<file path="config.mk">
export PLATFORM = sky130hd
export DESIGN_NAME = regfile_writeback
export DESIGN_NICKNAME = d
export VERILOG_FILES = /design/src/rtl/regfile_writeback.sv
export SDC_FILE = /design/constraint.sdc
export NUM_CORES = 1
export LEC_CHECK = 0
export ABC_AREA = 0
export BUFFER_PORTS_ARGS = -buffer_cell sky130_fd_sc_hd__buf_2
export CORE_MARGIN = 2
export CORE_UTILIZATION = 45
export DETAILED_ROUTE_END_ITERATION = 6
export GPL_ROUTABILITY_DRIVEN = 0
export PLACE_DENSITY_LB_ADDON = 0.12
export SYNTH_ARGS = -nofsm -noshare
export SYNTH_HDL_FRONTEND = slang
export SYNTH_SLANG_ARGS = --single-unit
</file>
<file path="constraint.sdc">
create_clock -name clk -period 5.7 [get_ports clk]
set_input_delay 0.57 -clock clk [delete_from_list [all_inputs] [get_ports clk]]
set_output_delay 0.57 -clock clk [all_outputs]
set_load 0.01 [all_outputs]
</file>
<file path="src/rtl/regfile_writeback.sv">
// Write-back queue for the register bank: buffers ALU/load results, drains one per
// cycle into the single write port, and offers a forwarding lookup of queued writes.
module regfile_writeback #(
  parameter int unsigned DEPTH = 4
) (
  input  logic                     clk,
  input  logic                     reset,
  input  logic                     alu_valid,
  input  logic [4:0]               alu_addr,
  input  logic [31:0]              alu_data,
  output logic                     alu_ready,
  input  logic                     mem_valid,
  input  logic [4:0]               mem_addr,
  input  logic [31:0]              mem_data,
  output logic                     mem_ready,
  input  logic                     wr_stall,
  output logic                     rf_we,
  output logic [4:0]               rf_wa,
  output logic [31:0]              rf_wd,
  input  logic [4:0]               fwd_addr,
  output logic                     fwd_hit,
  output logic [31:0]              fwd_data,
  output logic [$clog2(DEPTH):0]   count,
  output logic                     empty,
  output logic                     full
);

  localparam int unsigned AW = $clog2(DEPTH);
  localparam int unsigned CW = AW + 1;

  logic [4:0]    addr_mem [DEPTH];
  logic [31:0]   data_mem [DEPTH];
  logic [AW-1:0] rd_ptr;
  logic [AW-1:0] wr_ptr;
  logic [CW-1:0] count_q;

  logic          space_one;
  logic          space_two;
  logic          mem_take;
  logic          mem_enq;
  logic          alu_enq;
  logic          deq;
  logic [AW-1:0] alu_slot;

  // Readies look only at the registered count; a same-cycle drain gives no credit.
  assign space_one = count_q < CW'(DEPTH);
  assign space_two = count_q < CW'(DEPTH - 1);
  assign mem_ready = space_one;
  assign mem_take  = mem_valid && space_one;
  assign alu_ready = mem_take ? space_two : space_one;

  // Writes to $0 complete the handshake but are never queued.
  assign mem_enq  = mem_take && (mem_addr != 5'd0);
  assign alu_enq  = alu_valid && alu_ready && (alu_addr != 5'd0);
  assign alu_slot = wr_ptr + AW'(mem_enq);

  assign count = count_q;
  assign empty = (count_q == CW'(0));
  assign full  = (count_q == CW'(DEPTH));

  assign rf_we = !empty && !wr_stall;
  assign rf_wa = empty ? 5'd0 : addr_mem[rd_ptr];
  assign rf_wd = empty ? 32'd0 : data_mem[rd_ptr];
  assign deq   = rf_we;

  // Pointer and occupancy state.
  always_ff @(posedge clk or negedge reset) begin
    if (!reset) begin
      rd_ptr  <= '0;
      wr_ptr  <= '0;
      count_q <= '0;
    end else begin
      wr_ptr  <= wr_ptr + AW'(mem_enq) + AW'(alu_enq);
      rd_ptr  <= rd_ptr + AW'(deq);
      count_q <= count_q + CW'(mem_enq) + CW'(alu_enq) - CW'(deq);
    end
  end

  // Entry storage; the load result is older, so it takes the first free slot.
  always_ff @(posedge clk) begin
    if (mem_enq) begin
      addr_mem[wr_ptr] <= mem_addr;
      data_mem[wr_ptr] <= mem_data;
    end
    if (alu_enq) begin
      addr_mem[alu_slot] <= alu_addr;
      data_mem[alu_slot] <= alu_data;
    end
  end

  // Head-to-tail scan; later matches overwrite earlier ones so the youngest wins.
  always_comb begin
    fwd_hit  = 1'b0;
    fwd_data = 32'd0;
    for (int unsigned i = 0; i < DEPTH; i++) begin
      if ((CW'(i) < count_q) && (fwd_addr != 5'd0) &&
          (addr_mem[rd_ptr + AW'(i)] == fwd_addr)) begin
        fwd_hit  = 1'b1;
        fwd_data = data_mem[rd_ptr + AW'(i)];
      end
    end
  end

endmodule

</file>
# Word-level counts from Yosys, hierarchy flattened
# Memory sizes are Yosys's and may differ from the RTL's.
# Index checks and enable logic that the tools add are counted.
[classes] n_eq_ne=5 n_mux=15 addsub=9 reduce_logical=19 n_lt_le_gt_ge=6
[op_table] cell="2-to-1 mux 32 bit" n=5
[op_table] cell="equality test 5 bit" n=4
[op_table] cell="nonzero test 5 bit" n=3
[op_table] cell="logical AND 1 bit" n=13
[op_table] cell="2-to-1 mux 1 bit" n=9
[op_table] cell="adder 2 x 1 -> 2 bit" n=3
[op_table] cell="adder 3 x 1 -> 3 bit" n=2
[op_table] cell="less-than comparator 1 x 3 -> 1 bit, first input constant" n=2
[op_table] cell="less-than comparator 2 x 3 -> 1 bit, first input constant" n=2
[op_table] cell="2-to-1 mux 5 bit" n=1
[op_table] cell="adder 2 bit, second input constant" n=2
[op_table] cell="equality test 3 bit, second input constant" n=1
[op_table] cell="zero test 3 bit" n=1
[op_table] cell="less-than comparator 3 x 2 -> 1 bit, second input constant" n=1
[op_table] cell="less-than comparator 3 bit, second input constant" n=1
[op_table] cell="subtractor 3 x 1 -> 3 bit" n=1
[op_table] cell="adder 2 x 1 -> 2 bit, second input constant" n=1
[op_table] cell="zero test 1 bit" n=2
[totals] input_bits=84 memories=2 reg_bits=7 word_cells=59 ram_bits=148 output_inout_bits=78
[memory_table] name="data_mem" depth=4 width=32 rd=4 rd_ports_with_merged_regs=0 write_ports=2 line="32" rtl="logic [31:0] data_mem [DEPTH];"
[memory_table] name="addr_mem" depth=4 width=5 rd=4 rd_ports_with_merged_regs=0 write_ports=2 line="31" rtl="logic [4:0] addr_mem [DEPTH];"

# Depth between registers and ports, before layout
# Gate-level depths: netlist (run 1).
[logic_depth] depth_word=7 ltp_mapped=11 depth_no_buf=7

# Worst setup path after synthesis (run 1)
# OpenSTA, ideal clock, no wires.
[synth_path] path_type="input port to flip-flop" startpoint="in mem_addr[3]" endpoint="mem addr_mem[1][0], enable pin" t_arrival_ns=3.537 path_stages=9 slack_ns=1.445 required_time_ns=4.982 path_buffers=2 setup_time_ns=0.718 cell_sequence="or4_1 > o21ai_0 > inv_1 > ha_1 > xnor2_1 > nand3_1 > buf_2 > buf_2 > o21ai_0"
[synth_lines] item="start: declaration" line="13" rtl="input logic [4:0] mem_addr,"
[synth_lines] item="end: declaration" line="31"

# Worst setup path in the final report (run 1)
[layout_path] startpoint="reg rd_ptr[1]" endpoint="out fwd_data[31]"
[layout_via] elab_chain_len=7 elab_cells_between_ends=17 cone_classes="add/sub (3); eq/ne (4); mux (4); reduce/logical (4); memory (2)"
[layout_lines] item="start: declaration" line="33" rtl="logic [AW-1:0] rd_ptr;"
[layout_lines] item="start signal: assignment" line="74" rtl="rd_ptr <= rd_ptr + AW'(deq);"
[layout_lines] item="adder 2 x 1 -> 2 bit or memory read (4 x 5 bit) (tied branches)"
[layout_lines] item="memory read (4 x 5 bit) or equality test 5 bit (tied branches)"
[layout_lines] item="equality test 5 bit or logical AND 1 bit (tied branches)" line="97, 96"
[layout_lines] item="logical AND 1 bit or 2-to-1 mux 32 bit (tied branches)" line="96" rtl="if ((CW'(i) < count_q) && (fwd_addr != 5'd0) &&"
[layout_lines] item="2-to-1 mux 32 bit (2 in a row)" line="96"
[layout_lines] item="2-to-1 mux 32 bit *" line="96"
[layout_lines] item="end: declaration" line="22" rtl="output logic [31:0] fwd_data,"
# Mark *: on every way between the ends. The rest lies on a longest branch, timed or not.

==> flow_metrics.tcl, run 1 <==
set metrics [dict create \
    pwr-share-comb_pct 60.0 \
    dp_hpwl_um 21200 \
    die_width_um 168 \
    fp.coreArea_mm2 0.0262 \
    rsz0062_at_grt "false" \
    fill_cells 2338 \
    worstPathMaxFanout 47 \
    switching_share_pct 45.1 \
    antenna_left 0 \
    grt_max_degree 78 \
    whs_ns 0.464 \
    synth_nets 1160 \
    hold_viol 0 \
    rr_endpoint "data_mem[0][24]" \
    postCtsHoldBufs 1 \
    clkSinkCount 155 \
    vias 9371 \
    io_buffer_count 161 \
    seq_area_frac_synth_pct 38.2 \
    timing.fmax_mhz 204 \
    tightest_slew_ns 1.22 \
    fin_crit_sh_pct 86.0 \
    startpoint "rd_ptr[1]" \
    syn_area_per_cell_um2 11.3 \
    drc 0 \
    hold_class "primary input to register" \
    wl_per_cell_um 22.6 \
    cts_tree "done" \
    layout_common_cells "188 x mux2_2, 161 x buf_2, 148 x edfxtp_1, 119 x mux2i_1, 71 x nand2_1" \
    path_cells "buf_4 > mux2i_1 > xnor2_1 > nor3_1 > o2111ai_4 > buf_4 > a211oi_4 > buf_4 > a32o_1 > buf_2" \
    synth_area_mm2 0.0121 \
    p_int_mw 4.19 \
    antenna_found_initial 2 \
    seqPwrFrac_pct 26.2 \
    setup_viol 0 \
    crit_path_end_kind "output port" \
    maxSlewHeadroom_pct 18.6 \
    power_mw 7.64 \
    synthDistinctLibCells 53 \
    fp.dieH_um 168 \
    rr_worst_depth 7 \
    cp-endpoint "fwd_data[31]" \
    postCtsSetupBuffers 0 \
    yosys_register_bits 155 \
    r2r-start "count[2]" \
    dieArea_mm2 0.0282 \
    final_common_cell "mux2_2" \
    start_util_pct 46.1 \
    postLayoutCellArea_mm2 0.0137 \
    clockRootBuffer "clkbuf_16" \
    ys_async_sr_fraction_pct 4.52 \
    insertion_delay_ns 0.43 \
    synthFlopType "edfxtp_1" \
    place_inst 1479 \
    grt_pass1_vias 9298 \
    numCtsBuffers 17 \
    cts_max_level 4 \
    status "finished, final reports clean" \
    finalMaxSlewViolations 0 \
    post_dp_cell_area_mm2 0.0131 \
    yosys_warnings 0 \
    grt_use_total_pct 24.0 \
    fin_util_pct 52.2 \
    dr.pass1.iters 7 \
    grt_pass1_wl_um 52300 \
    routed_wl_um 34200 \
    nets 1256 \
    clkTransAtPathRegs_ns 0.07 \
    reg2reg_slack_ns 2.13 \
    p_per_area_mw_per_mm2 559 \
    peakVddDrop_mv 0.281 \
    period_needed_ns 4.90 \
    critPathArrivalTime_ns 4.33 \
    path_class "register to output port" \
    final_cells 1514 \
    fin_ws_ns 0.797 \
    cp_slowest_cell "dfrtp_4" \
    leakagePower_nw 5.16 \
    cap_violations 0 \
    start_kind "register" \
    crit_required_ns 5.13 \
    drive_above_1_share_pct 37.5 \
    vias_per_cell 6.19 \
    post-place-ws_ns 1.20 \
    clkPwrFrac_pct 13.8 \
    clock_skew_ns 0.0173 \
    p_switching_mw 3.45 \
    crit_path_frequent_cell "buf_4" \
    synth_edf_count 148 \
    ctsLongestPathBuffers 2 \
    syn_inst 1068 \
    synthToLayoutAreaGrowth_pct 13.1 \
    detail_route.iter0.violations 717 \
    slowest_delay_ns 0.87 \
    grt-ovfl-total 0 \
    placementRows 59 \
    cts_resized 0 \
    setup_tns_ns 0 \
    io_pins 162 \
]
## how the worst min path moves through the flow
stage               cells after the start         endpoint          from  slack [ns]
finish                                  2  data_mem[1][16]  alu_data[16]        0.46
global route                            2  data_mem[1][16]  alu_data[16]        0.46
CTS                                     2  data_mem[3][16]  alu_data[16]        0.46
detailed placement                      1        rd_ptr[0]         reset        0.42
global placement                        1        rd_ptr[0]         reset        0.42
floorplan                               0         count[0]         reset        0.27
## final cells by class
type                       count  area [µm²]  area share [%]
timing repair buffer         186        1010            7.38
inverter                      12        45.0           0.330
clock inverter                15         115           0.842
clock buffer                  17         425            3.11
tap                          335         419            3.07
multi-input combinational    792        7020            51.4
antenna                        2        5.00          0.0366
sequential                   155        4630            33.9
## synthesized netlist by cell type (19+ instances only)
library cell	instances	share of area, %
a211oi_1	30	1.9
o31ai_1	23	1.4
nand2_1	72	2.2
a31oi_1	25	1.3
nor2_1	33	1.0
nand3_1	34	1.4
o311ai_0	19	1.4
mux2_1	44	4.1
a32o_1	31	2.6
mux2_2	188	18
clkbuf_1	54	1.7
mux2i_1	119	9.9
o311ai_1	21	1.5
and2_1	32	1.7
buf_2	35	1.5
edfxtp_1	148	37
xnor2_1	20	1.5
o21ai_0	22	0.91
## cells by family (layout without fill, tap and decap cells)
family,Yosys count,in the layout,synth area share (%)
AO/OA/AOI/OAI,183,183,11.8
XOR/XNOR,28,28,2.03
adder cells (fa/ha/maj),8,8,0.953
buffers and inverters,121,230,4.53
flip-flops,155,155,38.2
multiplexers,365,365,34.1
other,0,2,0
AND/OR/NAND/NOR,208,208,8.33
## state kept, by name (all words and copies together), names as in the netlist
name / flops
rd_ptr: 2
data_mem: 128
addr_mem: 20
wr_ptr: 2
count: 3
## power by group through the flow
stage	logic [mW]	clock network [mW]	registers, mW
floorplan	3.37	0	1.85
CTS	4.58	1.07	2.00
detailed placement	4.56	0	2.02
global route	4.96	1.11	2.05
finish	4.59	1.05	2.00
global placement	4.55	0	2.01
## per-layer routing
metal  track usage [%]  share of wire (%)  vias to the layer above  wire length [µm]
met5                 0                  0                        -                 0
met4              8.66                2.0                        0               697
met3              3.24                4.8                       54              1640
met2              40.0                 48                      303             16500
met1              32.2                 45                     4639             15300
li1                  -                  -                     4375                 -
## worst max-delay path, delay by kind of cell, from the launching register on
kind                   cells  cell delay [ns]
buffers and inverters      4             1.48
flip-flops                 1             0.87
AO/OA/AOI/OAI              3             0.78
multiplexers               1             0.34
AND/OR/NAND/NOR            1             0.29
XOR/XNOR                   1             0.09
No activity file was read; power rests on OpenSTA's default activity.
==> run 2, diff against run 1 <==
- CORE_UTILIZATION: 45 -> 35
==> flow_metrics.tcl, run 2 (synthesis gave the netlist of run 1 again) <==
set metrics [dict create \
    wl_per_cell_um 23.1 \
    fin_util_pct 40.6 \
    cap_violations 0 \
    period_needed_ns 4.71 \
    dp_hpwl_um 23600 \
    clkSinkCount 155 \
    crit_path_end_kind "output port" \
    finalMaxSlewViolations 0 \
    grt-ovfl-total 0 \
    postCtsSetupBuffers 0 \
    dr.pass1.iters 5 \
    path_class "register to output port" \
    cts_max_level 4 \
    slowest_delay_ns 0.75 \
    cts_tree "done" \
    path_cells "buf_4 > mux2i_1 > xnor2_1 > nor3_2 > buf_4 > o21ai_4 > buf_4 > o311ai_0 > a32o_1 > buf_2" \
    peakVddDrop_mv 0.228 \
    grt_max_degree 98 \
    tightest_slew_ns 1.10 \
    top_register "data_mem" \
    vias 9432 \
    leakagePower_nw 5.20 \
    die_width_um 190 \
    clockRootBuffer "clkbuf_16" \
    fin_crit_sh_pct 82.6 \
    hold_viol 0 \
    largest_register_ffs 128 \
    maxSlewHeadroom_pct 26.5 \
    fin_ws_ns 0.992 \
    hold_class "primary input to register" \
    timing.fmax_mhz 212 \
    layout_common_cells "188 x mux2_2, 161 x buf_2, 148 x edfxtp_1, 119 x mux2i_1, 71 x nand2_1" \
    numCtsBuffers 17 \
    place_inst 1601 \
    post_dp_cell_area_mm2 0.0133 \
    cp_slowest_cell "dfrtp_4" \
    nets 1258 \
    insertion_delay_ns 0.43 \
    io_pins 162 \
    synthToLayoutAreaGrowth_pct 15.1 \
    rsz0062_at_grt "false" \
    start_kind "register" \
    status "finished, final reports clean" \
    detail_route.iter0.violations 651 \
    crit_path_frequent_cell "buf_4" \
    routed_wl_um 37900 \
    drc 0 \
    io_buffer_count 161 \
    critPathArrivalTime_ns 4.14 \
    fp.coreArea_mm2 0.0343 \
    fill_cells 3326 \
    grt_use_total_pct 21.0 \
    p_per_area_mw_per_mm2 565 \
    whs_ns 0.459 \
    ff_latch_area_mm2 0.00463 \
    clock_skew_ns 0.0116 \
    final_cells 1637 \
    multi_input_comb_area_mm2 0.00702 \
    placementRows 68 \
    worstPathMaxFanout 34 \
    antenna_found_initial 2 \
    start_util_pct 35.2 \
    antenna_left 0 \
    cts_resized 0 \
    vias_per_cell 5.76 \
    fp.dieH_um 190 \
    clkTransAtPathRegs_ns 0.07 \
    dieArea_mm2 0.0360 \
    reg2reg_slack_ns 2.40 \
    post-place-ws_ns 1.41 \
    setup_tns_ns 0 \
    crit_required_ns 5.13 \
    final_common_cell "mux2_2" \
    postLayoutCellArea_mm2 0.0139 \
    grt_pass1_wl_um 57200 \
    drive_above_1_share_pct 37.4 \
    power_mw 7.86 \
    ctsLongestPathBuffers 2 \
    grt_pass1_vias 9516 \
    setup_viol 0 \
]
[run 2: cell count changes in the layout (fill, tap and decap cells not counted), sizes merged]
| cell | change |
|---|---|
| buf | +2 |
| bufinv | +3 |
| clkbuf | +1 |
| clkinv | -2 |
| diode | +1 |
| inv | -2 |
[run 2: report_power, final]
part           switching (mW)  total (mW)  internal [mW]
registers               0.290        1.98           1.69
clock network           0.491        1.18          0.691
logic                    2.75        4.70           1.95
total                    3.53        7.86           4.33
[run 2: cell type report]
type	count	share of cell area (%)
Sequential cell	155	33.3
Inverter	12	0.324
Tap cell	455	4.09
Antenna cell	3	0.0540
Timing Repair Buffer	188	7.45
Multi-Input combinational cell	792	50.5
Clock inverter	14	1.23
Clock buffer	18	3.09
[run 2: worst max-delay path, delay by kind of cell (launching register included)]
family	cells	cell delay [ns]
flops	1	0.75
mux	1	0.27
buf+inv	4	1.33
xor+xnor	1	0.15
simple gates	1	0.06
compound gates	3	1.11
[run 2: path summary, 6_finish.rpt]
path,to,depth (start not counted),startpoint
setup / recovery,fwd_data[30],10,rd_ptr[1]
hold / removal,data_mem[1][26],2,alu_data[26]
setup reg to reg,data_mem[2][10],8,count[2]
hold reg to reg,count[1],2,count[1]
max in group asynchronous,rd_ptr[0],2,reset
min in group asynchronous,wr_ptr[0],2,reset
[run 2: what timing repair did]
item,4_1_cts,5_1_grt
hold buffers,1,0
hold endpoints to repair,7,0
setup endpoints to repair,0,0
[run 2: routing by layer]
metal	GRT usage [%]	part of all wire (%)	wire [µm]	vias up
met1	27.7	46	17200	4758
met3	2.66	3.8	1440	37
met2	36.1	49	18500	260
met5	0	0	0	-
li1	-	-	-	4377
met4	6.59	1.9	710	0
==> run 3, diff against run 2 <==
- ABC_AREA: 0 -> 1
- clock period: 5.7 -> 4.55 ns (I/O delays scaled with it)
==> flow_metrics.tcl, run 3 <==
set metrics [dict create \
    hold_class "primary input to register" \
    grt_pass1_vias 10500 \
    peakVddDrop_mv 0.326 \
    vias_per_cell 4.94 \
    io_pins 162 \
    path_class "register to output port" \
    ys_async_sr_fraction_pct 4.52 \
    synth.most_common_cell "nand2_1" \
    wl_per_cell_um 16.1 \
    timing.fmax_mhz 239 \
    p_per_area_mw_per_mm2 739 \
    finalMaxSlewViolations 0 \
    post-place-ws_ns 0.453 \
    setup_tns_ns 0 \
    drive_above_1_share_pct 13.8 \
    clockRootBuffer "clkbuf_16" \
    grt_pass1_wl_um 59500 \
    top_register "data_mem" \
    io_buffer_count 161 \
    cts_max_level 4 \
    synth_nets 1930 \
    synthTopCellsByArea "edfxtp_1 37%, nand2_1 24%, o21ai_0 15%, inv_1 4.0%, nor2_1 4.0%" \
    antenna_found_initial 4 \
    hold_viol 0 \
    synthFlopType "edfxtp_1" \
    seq_area_frac_synth_pct 38.6 \
    placementRows 67 \
    clkTransAtPathRegs_ns 0.07 \
    post_dp_cell_area_mm2 0.0130 \
    synth_area_mm2 0.0120 \
    ctsLongestPathBuffers 2 \
    final_common_cell "nand2_1" \
    place_inst 2344 \
    critPathArrivalTime_ns 3.74 \
    die_width_um 189 \
    crit_required_ns 4.09 \
    leakagePower_nw 6.53 \
    clock_skew_ns 0.0113 \
    synth_edf_count 148 \
    fp.dieH_um 189 \
    syn_area_per_cell_um2 6.51 \
    clkSinkCount 155 \
    dp_hpwl_um 25600 \
    multi_input_comb_area_mm2 0.00635 \
    detail_route.iter0.violations 826 \
    path_cells "inv_4 > buf_4 > nand2_1 > nand3_1 > nand2_1 > xor2_1 > nor2_1 > nand3_4 > buf_4 > nor2_1 > nor2_1 > nand2_1 > nand2_1 > buf_2" \
    syn_inst 1838 \
    worstPathMaxFanout 46 \
    synth_area_leader_cell "edfxtp_1" \
    numCtsBuffers 17 \
    crit_path_end_kind "output port" \
    setup_viol 0 \
    synthTopCellsByCount "766 x nand2_1, 352 x o21ai_0, 148 x edfxtp_1, 129 x inv_1, 127 x nor2_1" \
    start_util_pct 35.6 \
    synth_top_family_by_area "simple AND/OR/NAND/NOR gates" \
    synth_fa_ha_area_share_pct 0.962 \
    tightest_slew_ns 1.22 \
    maxSlewHeadroom_pct 18.2 \
    power_mw 10.1 \
    grt_use_total_pct 21.6 \
    antenna_left 0 \
    grt-ovfl-total 0 \
    postLayoutCellArea_mm2 0.0137 \
    final_cells 2379 \
    drc 0 \
    insertion_delay_ns 0.43 \
    fp.coreArea_mm2 0.0336 \
    cts_tree "done" \
    fill_cells 3528 \
    yosys_register_bits 155 \
    slowest_delay_ns 0.61 \
    crit_path_frequent_cell "nand2_1" \
    postCtsSetupBuffers 0 \
    dieArea_mm2 0.0357 \
    cap_violations 0 \
    synth-compound-area-share_pct 15.3 \
    layout_common_cells "766 x nand2_1, 348 x o21ai_0, 161 x buf_2, 148 x edfxtp_1, 129 x inv_1" \
    ff_latch_area_mm2 0.00462 \
    dr.pass1.iters 6 \
    nets 2009 \
    yosys_warnings 0 \
    routed_wl_um 38400 \
    fin_ws_ns 0.357 \
    netlist.area_leader.share_pct 37.1 \
    rsz0062_at_grt "false" \
    grt_max_degree 75 \
    synth_simple_gate_area_share_pct 35.1 \
    fin_crit_sh_pct 92.2 \
    synthDistinctLibCells 35 \
    start_kind "register" \
    synthToLayoutAreaGrowth_pct 14.4 \
    synth_mux_area_share_pct 0 \
    vias 11700 \
    cp_slowest_cell "dfrtp_4" \
    synth_xor_area_share_pct 0.439 \
    status "finished, final reports clean" \
    largest_register_ffs 128 \
    period_needed_ns 4.19 \
]
run 3: cell type report:
type	count	share of cell area [%]
Sequential cell	155	33.8
Clock buffer	20	3.26
Tap cell	448	4.10
Multi-Input combinational cell	1422	46.4
Clock inverter	12	1.20
Inverter	131	3.65
Timing Repair Buffer	190	7.55
Antenna cell	1	0.0183
run 3: routing by layer:
metal | global-route usage (%) | routed length (µm) | vias to the layer above
met4 | 6.01 | 562 | 6
met3 | 2.91 | 1920 | 34
met2 | 35.5 | 17900 | 343
met5 | 0 | 31 | -
met1 | 29.8 | 18000 | 5240
li1 | - | - | 6125
run 3: stage by stage:
| step | hold WS (ns) | util [%] |
|---|---|---|
| final | 0.345 | 40.7 |
| after global routing | 0.354 | 40.7 |
| after CTS | 0.326 | 40.6 |
| after detailed placement | 0.336 | 38.8 |
| after global placement | 0.334 | 38.8 |
| after floorplan | 0.159 | - |
run 3: path summary, 6_finish.rpt:
kind,start,endpoint,slack [ns],cells after the start
setup / recovery,rd_ptr[0],fwd_data[2],0.36,14
hold / removal,mem_data[21],data_mem[1][21],0.34,3
setup reg to reg,count[2],data_mem[3][17],1.41,9
hold reg to reg,rd_ptr[1],rd_ptr[1],0.69,1
max in group asynchronous,reset,rd_ptr[0],3.93,2
min in group asynchronous,reset,count[0],0.40,2
run 3: worst max-delay path, delay by kind of cell, from the launching register on:
family	cells	cell delay, ns
buffers and inverters	4	1.21
xor gates and xnor gates	1	0.16
DFF	1	0.61
and+or+nand+nor	9	1.30
run 3: kinds of logic (layout without fill, tap and decap cells):
family                   count (synthesis)  count (layout)
AO/OA/AOI/OAI                          364             364
XOR/XNOR                                 6               6
adder cells (fa/ha/maj)                  8               8
buffers and inverters                  262             353
flip-flops                             155             155
other                                    0               1
AND/OR/NAND/NOR                       1043            1044
run 3: report_power, final:
part | internal, mW | leakage (nW) | switching, mW
logic | 1.80 | 4.81 | 4.42
clock network | 0.884 | 0.283 | 0.616
registers | 2.15 | 1.44 | 0.242
total | 4.84 | 6.53 | 5.27
run 3: repair_timing:
action,in CTS,in global routing
endpoints found under the setup margin,13,31
resized for setup,1,6
gates cloned,0,1
hold buffers,1,0
endpoints found under the hold margin,7,0
pin swaps,0,1
